`config.mk`:
```
export PLATFORM = sky130hd
export DESIGN_NAME = seg7_codificador_flat
export DESIGN_NICKNAME = d
export VERILOG_FILES = /design/src/rtl/seg7_pkg.sv /design/src/rtl/seg7_codificador_if.sv /design/src/rtl/sincronizador_2ff.sv /design/src/rtl/seg7_codificador.sv /design/src/flat_wrapper.sv
export SDC_FILE = /design/constraint.sdc
export NUM_CORES = 1
export LEC_CHECK = 0
export CAP_MARGIN = 10
export CELL_PAD_IN_SITES_DETAIL_PLACEMENT = 0
export CELL_PAD_IN_SITES_GLOBAL_PLACEMENT = 1
export CORE_ASPECT_RATIO = 0.6
export CORE_UTILIZATION = 41
export CTS_CLUSTER_DIAMETER = 200
export CTS_CLUSTER_SIZE = 8
export DETAILED_ROUTE_END_ITERATION = 8
export PLACE_DENSITY = 0.76
export SLEW_MARGIN = 20
export SYNTH_ARGS = -nofsm -noshare
export SYNTH_HDL_FRONTEND = slang
export SYNTH_HIERARCHICAL = 1
export SYNTH_SLANG_ARGS = --single-unit
```
`constraint.sdc`:
```
create_clock -name clk -period 3.71 [get_ports clk]
set_clock_uncertainty 0.15 [all_clocks]
set_input_delay 0.9275 -clock clk [delete_from_list [all_inputs] [get_ports clk]]
set_output_delay 0.9275 -clock clk [all_outputs]
set_load 0.02 [all_outputs]
```
`src/rtl/seg7_pkg.sv`:
```
// Shared glyph constants, FSM state type and the pattern-to-code mapping
// for the 7-segment encoder.
package seg7_pkg;

    // Segment patterns are written abcdefg; bit [0] is segment a.
    localparam logic [0:6] SEG_0     = 7'b1111110;
    localparam logic [0:6] SEG_1     = 7'b0110000;
    localparam logic [0:6] SEG_2     = 7'b1101101;
    localparam logic [0:6] SEG_3     = 7'b1111001;
    localparam logic [0:6] SEG_4     = 7'b0110011;
    localparam logic [0:6] SEG_5     = 7'b1011011;
    localparam logic [0:6] SEG_6     = 7'b1011111;
    localparam logic [0:6] SEG_7     = 7'b1110000;
    localparam logic [0:6] SEG_8     = 7'b1111111;
    localparam logic [0:6] SEG_9     = 7'b1111011;
    localparam logic [0:6] SEG_A     = 7'b1110111;
    localparam logic [0:6] SEG_B     = 7'b0011111;
    localparam logic [0:6] SEG_C     = 7'b1001110;
    localparam logic [0:6] SEG_D     = 7'b0111101;
    localparam logic [0:6] SEG_E     = 7'b1001111;
    localparam logic [0:6] SEG_F     = 7'b1000111;
    localparam logic [0:6] SEG_BLANK = 7'b0000000;

    localparam logic [0:4] COD_BLANK = 5'b11111;
    localparam logic [0:4] COD_ERRO  = 5'b00000;

    typedef enum logic [1:0] {
        ESPERA,
        VALIDO,
        RECUPERA
    } estado_t;

    // Returns {erro, codigo}; unrecognised patterns report erro with code 0.
    function automatic logic [5:0] codifica(input logic [0:6] seg);
        logic [5:0] r;
        case (seg)
            SEG_0:     r = {1'b0, 5'h00};
            SEG_1:     r = {1'b0, 5'h01};
            SEG_2:     r = {1'b0, 5'h02};
            SEG_3:     r = {1'b0, 5'h03};
            SEG_4:     r = {1'b0, 5'h04};
            SEG_5:     r = {1'b0, 5'h05};
            SEG_6:     r = {1'b0, 5'h06};
            SEG_7:     r = {1'b0, 5'h07};
            SEG_8:     r = {1'b0, 5'h08};
            SEG_9:     r = {1'b0, 5'h09};
            SEG_A:     r = {1'b0, 5'h0A};
            SEG_B:     r = {1'b0, 5'h0B};
            SEG_C:     r = {1'b0, 5'h0C};
            SEG_D:     r = {1'b0, 5'h0D};
            SEG_E:     r = {1'b0, 5'h0E};
            SEG_F:     r = {1'b0, 5'h0F};
            SEG_BLANK: r = {1'b0, COD_BLANK};
            default:   r = {1'b1, COD_ERRO};
        endcase
        return r;
    endfunction

endpackage

```
`src/rtl/seg7_codificador_if.sv`:
```
// Result handshake of the encoder: code plus error flag, qualified by valida,
// accepted by pronto.
interface seg7_codificador_if;
    import seg7_pkg::*;

    logic [0:4] codigo;
    logic       erro;
    logic       valida;
    logic       pronto;

    modport master (
        output codigo,
        output erro,
        output valida,
        input  pronto
    );

    modport slave (
        input  codigo,
        input  erro,
        input  valida,
        output pronto
    );
endinterface

```
`src/rtl/sincronizador_2ff.sv`:
```
// Two-flop synchroniser for a bus of independent asynchronous lines.
module sincronizador_2ff #(
    parameter int LARGURA = 7
) (
    input  logic               clk,
    input  logic               rst_n,
    input  logic [LARGURA-1:0] d,
    output logic [LARGURA-1:0] q
);
    logic [LARGURA-1:0] s1_reg;
    logic [LARGURA-1:0] s2_reg;

    always_ff @(posedge clk or negedge rst_n) begin
        if (!rst_n) begin
            s1_reg <= '0;
            s2_reg <= '0;
        end else begin
            s1_reg <= d;
            s2_reg <= s1_reg;
        end
    end

    assign q = s2_reg;
endmodule

```
`src/rtl/seg7_codificador.sv`:
```
// Debounces a 7-segment pattern bus and emits each newly stabilised glyph as
// its 5-bit code over a valid/ready handshake.
module seg7_codificador
    import seg7_pkg::*;
#(
    parameter int ESTAVEL_CICLOS = 4
) (
    input  logic                   clk,
    input  logic                   rst_n,
    input  logic [0:6]             segmentos,
    seg7_codificador_if.master     bus
);
    localparam logic [3:0] ALVO = 4'(ESTAVEL_CICLOS);

    logic [0:6] s2;
    logic [0:6] s2_prev_reg;
    logic [3:0] cnt_reg;
    logic [3:0] cnt_next;
    logic [0:6] ultimo_reg;
    logic       tem_ultimo_reg;
    logic [0:4] codigo_reg;
    logic       erro_reg;
    logic       evento;
    logic       carga;
    logic [5:0] cod_s2;
    estado_t    state_reg;
    estado_t    state_next;

    sincronizador_2ff #(.LARGURA(7)) u_sinc (
        .clk   (clk),
        .rst_n (rst_n),
        .d     (segmentos),
        .q     (s2)
    );

    // cnt_next is the stability count of the current s2 value: zero in the
    // cycle it changes, so a clean change is accepted ESTAVEL_CICLOS cycles later.
    always_comb begin
        cnt_next = cnt_reg;
        if (s2 != s2_prev_reg)
            cnt_next = 4'd0;
        else if (cnt_reg != ALVO)
            cnt_next = cnt_reg + 4'd1;
    end

    assign evento = (cnt_next == ALVO) && (!tem_ultimo_reg || (s2 != ultimo_reg));
    assign cod_s2 = codifica(s2);

    always_ff @(posedge clk or negedge rst_n) begin
        if (!rst_n) begin
            s2_prev_reg <= '0;
            cnt_reg     <= '0;
        end else begin
            s2_prev_reg <= s2;
            cnt_reg     <= cnt_next;
        end
    end

    always_ff @(posedge clk or negedge rst_n) begin
        if (!rst_n)
            state_reg <= ESPERA;
        else
            state_reg <= state_next;
    end

    // A pending event during RECUPERA loads directly, keeping the gap to one cycle.
    always_comb begin
        state_next = state_reg;
        carga      = 1'b0;
        case (state_reg)
            ESPERA: begin
                if (evento) begin
                    carga      = 1'b1;
                    state_next = VALIDO;
                end
            end
            VALIDO: begin
                if (bus.pronto)
                    state_next = RECUPERA;
            end
            RECUPERA: begin
                if (evento) begin
                    carga      = 1'b1;
                    state_next = VALIDO;
                end else begin
                    state_next = ESPERA;
                end
            end
            default: state_next = ESPERA;
        endcase
    end

    always_comb begin
        bus.valida = (state_reg == VALIDO);
        bus.codigo = codigo_reg;
        bus.erro   = erro_reg;
    end

    always_ff @(posedge clk or negedge rst_n) begin
        if (!rst_n) begin
            codigo_reg     <= '0;
            erro_reg       <= 1'b0;
            ultimo_reg     <= '0;
            tem_ultimo_reg <= 1'b0;
        end else if (carga) begin
            erro_reg       <= cod_s2[5];
            codigo_reg     <= cod_s2[4:0];
            ultimo_reg     <= s2;
            tem_ultimo_reg <= 1'b1;
        end
    end
endmodule

```
`src/flat_wrapper.sv`:
```
// flat-port wrapper written by rule: the top's interface ports become plain ports
module seg7_codificador_flat import seg7_pkg::*;
#(
    parameter int ESTAVEL_CICLOS = 4
)
  (clk, rst_n, segmentos, bus_codigo, bus_erro, bus_valida, bus_pronto);
  seg7_codificador_if bus_i ();
  input  logic clk;
  input  logic rst_n;
  input  logic [0:6] segmentos;
  output wire logic [$bits(bus_i.codigo)-1:0] bus_codigo;
  output wire logic [$bits(bus_i.erro)-1:0] bus_erro;
  output wire logic [$bits(bus_i.valida)-1:0] bus_valida;
  input wire logic [$bits(bus_i.pronto)-1:0] bus_pronto;
  assign bus_codigo = bus_i.codigo;
  assign bus_erro = bus_i.erro;
  assign bus_valida = bus_i.valida;
  assign bus_i.pronto = bus_pronto;
  seg7_codificador #(.ESTAVEL_CICLOS(ESTAVEL_CICLOS)) u_core (.clk(clk), .rst_n(rst_n), .segmentos(segmentos), .bus(bus_i));
endmodule
```
# Word-level counts from Yosys, hierarchy flattened
# Cells that the tools add are included.
# totals
ff_bits,41
in_bits,10
output_inout_bits,7
wordCells,50
# op_classes
addsub,1
n_eq_ne,24
n_mux,9
reduce_logical,7
# ops
op,count
one-hot mux 6 bit (17 select lines),1
== test 7 bit (second input constant),12
== test 7 x 6 -> 1 bit (second input constant),3
!= test 7 bit,2
two-way mux 4 bit,2
== test 7 x 5 -> 1 bit (second input constant),1
zero test 7 bit,1
one-hot mux 2 bit (3 select lines),1
adder 4 x 1 -> 4 bit (second input constant),1
== test 4 x 3 -> 1 bit (second input constant),1
two-way mux 2 bit,2
!= test 2 x 1 -> 1 bit (second input constant),2
!= test 4 x 3 -> 1 bit (second input constant),1
two-way mux 1 bit,3
== test 2 x 1 -> 1 bit (second input constant),1
== test 2 bit (second input constant),1
zero test 2 bit,1
AND reduction 2 bit,1
OR reduction 2 bit,1
logical AND 1 bit,1
zero test 1 bit,1
logical OR 1 bit,1

# Depth between registers and ports, before layout
# depth
ltp_word,7
ltp_mapped,8
mapped_depth_nobuf,7

# Hierarchy
# The synthesis kept the hierarchy.
# modules_own_cells
mod,instances,cells_per_inst,area_each_um2,seq_area_each_um2
seg7_codificador,1,148,1572.8,675.6
sincronizador_2ff,1,14,350.3,350.3

# Least setup slack after synthesis
# OpenSTA, ideal clock, no wires.
# synth_path
path_type,register -> register
startpoint,register u_core.u_sinc.s2_reg[1] (netlist: u_core/u_sinc/q[1])
endpoint,"register u_core.codigo_reg, in the netlist u_core/bus.codigo[0]"
setup_time_ns,0.125
t_arrival_ns,1.974
required_ns,3.435
setup_slack_ns,1.461
path_stages_with_launch,8
path_buffers,2
period_less_slack_ns,2.249
path_cell_list,dfrtp_1 buf_2 xor2_1 nor4_4 nand2_2 nor4_4 buf_6 mux2_4
# synth_via
elab_chain_len,6
elab_cells_between_ends,26
cone_classes,19 x eq/ne; 4 x mux; 3 x reduce/logical
# synth_lines
element,line_no,text
"start, declared",sincronizador_2ff.sv:11,logic [LARGURA-1:0] s2_reg;
"start signal, assigned",sincronizador_2ff.sv:19,s2_reg <= s1_reg;
!= test 7 bit,seg7_codificador.sv:40,if (s2 != s2_prev_reg)
two-way mux 4 bit,seg7_codificador.sv:40,
== test 4 x 3 -> 1 bit,seg7_codificador.sv:46,assign evento = (cnt_next == ALVO) && (!tem_ultimo_reg || (s2 != ultimo_reg));
logical AND 1 bit,seg7_codificador.sv:46,
two-way mux 1 bit,"seg7_codificador.sv:72, seg7_codificador.sv:82",
two-way mux 1 bit,n/a,
"end signal, assigned",seg7_codificador.sv:107,codigo_reg <= cod_s2[4:0];
"end, declared",seg7_codificador.sv:21,logic [0:4] codigo_reg;
# Several ways; a longest one is shown, not always the timed one.
# A chain may end at the register's enable or synchronous reset.

# Final worst setup path
# layout_path
startpoint,register u_core.u_sinc.s2_reg[6] (netlist: u_core/u_sinc/q[6])
endpoint,register u_core/ultimo_reg[5] (netlist bit)
# layout_via
elab_chain_len,6
elab_cells_between_ends,8
cone_classes,3 x eq/ne; 3 x mux; 2 x reduce/logical
# layout_lines
element,line_no,text
!= test 7 bit,seg7_codificador.sv:40,
two-way mux 4 bit,seg7_codificador.sv:40,
== test 4 x 3 -> 1 bit,seg7_codificador.sv:46,
logical AND 1 bit (*),seg7_codificador.sv:46,
two-way mux 1 bit (*),"seg7_codificador.sv:72, seg7_codificador.sv:82",
two-way mux 1 bit (*),n/a,
"end signal, assigned",seg7_codificador.sv:103,ultimo_reg <= '0;
"end signal, assigned",seg7_codificador.sv:108,ultimo_reg <= s2;
"end, declared",seg7_codificador.sv:19,logic [0:6] ultimo_reg;
# Mark *: on every way between the ends. The rest lies on a longest branch, timed or not.

==> results.ini <==
[floorplanning]
die_area_sq_um = 4980
start_util = 0.447
io_pins = 17
die_y_microns = 55.1
fp.dieW_microns = 90.4
core_sq_um = 4300
rows = 18

[clock_tree]
cts_root_buf = clkbuf_8
clockBufferDepth = 2
numCtsBuffers = 5
cts.sinks = 41
cts_setup_buffers = 0
holdBufCountCts = 0
cts_resized = 0
clk_pin_slew_worst_paths_ps = 80
htree_num_levels = 2
clk_latency_ps = 290
cts_tree = yes

[logic_synthesis]
synth_edf_count = 0
synth-simple-area-share = 0.170
yosys_warnings = 6
synthCells = 162
ys.flop_type = dfrtp_1
synth_compound_area_frac = 0.0748
muxShareOfSynthArea = 0.0969
synth_adder_area_share = 0.0130
synth-xor-area-share = 0.0729
netlist_area_sq_um = 1920
synth_top_family_by_area = simple AND/OR/NAND/NOR gates
synth.distinct_cells = 41
ys_seq_area_frac = 0.534
ys_ff_latch = 41
synth.avg_cell_area_sq_um = 11.9
synthArstFlopShare = 1.00
synth_fp_nets = 174

[layout]
multi_input_area_sq_um = 823
nets = 188
drive_above_1_share = 0.186
final_common_cell = dfrtp_1
ff_latch_area_sq_um = 1030
insertedDiodeCount = 0
final_cell_mix = 41 x dfrtp_1, 15 x clkdlybuf4s50_1, 9 x xnor2_1
fillers = 390
syn2layout_area_growth_pct = 17.0
fin_area_sq_um = 2250

[flow_run]
cap_viol_max_count = 0

[global_routing]
grt_pass1_wl_mm = 5.92
met3_usage = 0.0478
met2_usage = 0.249
grt-ovfl-total = 0
grt_max_degree = 42
antenna_found_initial = 0
use_met1 = 0.217
busiest_layer = met2
first_global_vias = 1218
grt_usage = 0.159

[critical_path]
slowest_stage = dfrtp_1
critPathMaxStageDelay_ps = 840
startpoint_type = flip-flop
critPathTopFamily = flip-flops
crit_required_ps = 3730
end_kind = flip-flop
arrival_ps = 2680
worst-setup-path-type = reg -> reg
cp_max_fo = 23
ff2ff_setup_slack_ps = 1060
cp_num_buf_inv = 1
path_cells = xor2_1 -> nor3_1 -> nand2_2 -> nor4_4 -> buf_4 -> mux2_2

[placement]
post-dp-hpwl_mm = 2.36
port_buffers = 16
postPlaceCellArea_sq_um = 2110
gp_congestion = 0.822

[outcome]
status = finished, final reports clean

[routing]
via_per_inst = 5.41
drc_errors = 0
wl_per_cell_microns = 14.6
ant_nets = 0
routed_wl_mm = 3.45
drt_iter0_markers = 76
dr.pass1.iters = 4
vias = 1283

[pwr]
irDropWorstVdd_mv = 0.228
p_leak_nw = 0.964
power.density_nw_per_um2 = 426

[timing]
finalSetupTns_ps = 0
setup_viol = 0
rsz0062_at_grt = false
fmax_ghz = 0.377
worstMarginPinSlew_ps = 907
hold_viol_final = 0
relSlewSlack = 0.395
finalCritPeriodShare = 0.715
slew_viol_final = 0
fin_crit_ps = 2650

[min_path]
hp-class = reg -> reg

per-stage QoR:
stage	setup WS [ps]	total power, mW	hold WS (ps)	util	cells
final	1060	0.960	204	0.523	237
after global routing	873	1.00	214	0.523	237
after CTS	1080	0.972	204	0.523	237
after detailed placement	1080	0.541	186	0.491	229
after global placement	1140	0.539	182	0.491	229
after floorplan	1460	0.515	181	-	162
synth_stat cells (all sizes together), types with 5 or more instances:
library cell	n	area share
o21ai	7	0.018
nand2	6	0.013
clkbuf	5	0.0098
mux2	13	0.092
nor3	6	0.016
dfrtp	41	0.53
inv	5	0.0098
nor2	7	0.014
nand3	8	0.021
xnor2	9	0.041
xor2	7	0.032
buf	6	0.019
metal layers:
metal,routed length (microns),vias up
li1,-,601
met5,0,-
met4,17,0
met3,186,5
met2,1510,34
met1,1730,643
area by class of cell:
cell class                      instances  area share
Multi-Input combinational cell        105       0.366
Timing Repair Buffer                   18      0.0756
Sequential cell                        41       0.456
Clock inverter                          3      0.0306
Inverter                                5     0.00834
Tap cell                               60      0.0334
Clock buffer                            5      0.0306
power breakdown:
group          internal, mW  total [mW]  switching (mW)  leakage (nW)
registers             0.458       0.479          0.0207         0.524
clock network         0.271       0.428           0.157        0.0687
logic                0.0260      0.0532          0.0273         0.371
total                 0.755       0.960           0.205         0.964
kinds of logic after synthesis:
family	count (synthesis)
compound gates	22
xor+xnor	16
fa+ha+maj	2
buf+inv	16
flops	41
mux	14
simple gates	51
final timing paths:
kind,from,endpoint,cells after the start
max in group asynchronous,rst_n,u_core/tem_ultimo_reg,1
hold reg to reg,u_core/u_sinc/s1_reg[3],u_core/u_sinc/q[3],0
min in group asynchronous,rst_n,u_core/ultimo_reg[6],1
setup / recovery,u_core/u_sinc/q[6],u_core/ultimo_reg[5],6
hold / removal,u_core/u_sinc/s1_reg[3],u_core/u_sinc/q[3],0
setup reg to reg,u_core/u_sinc/q[6],u_core/ultimo_reg[5],6
No activity file was read; power rests on OpenSTA's default activity.
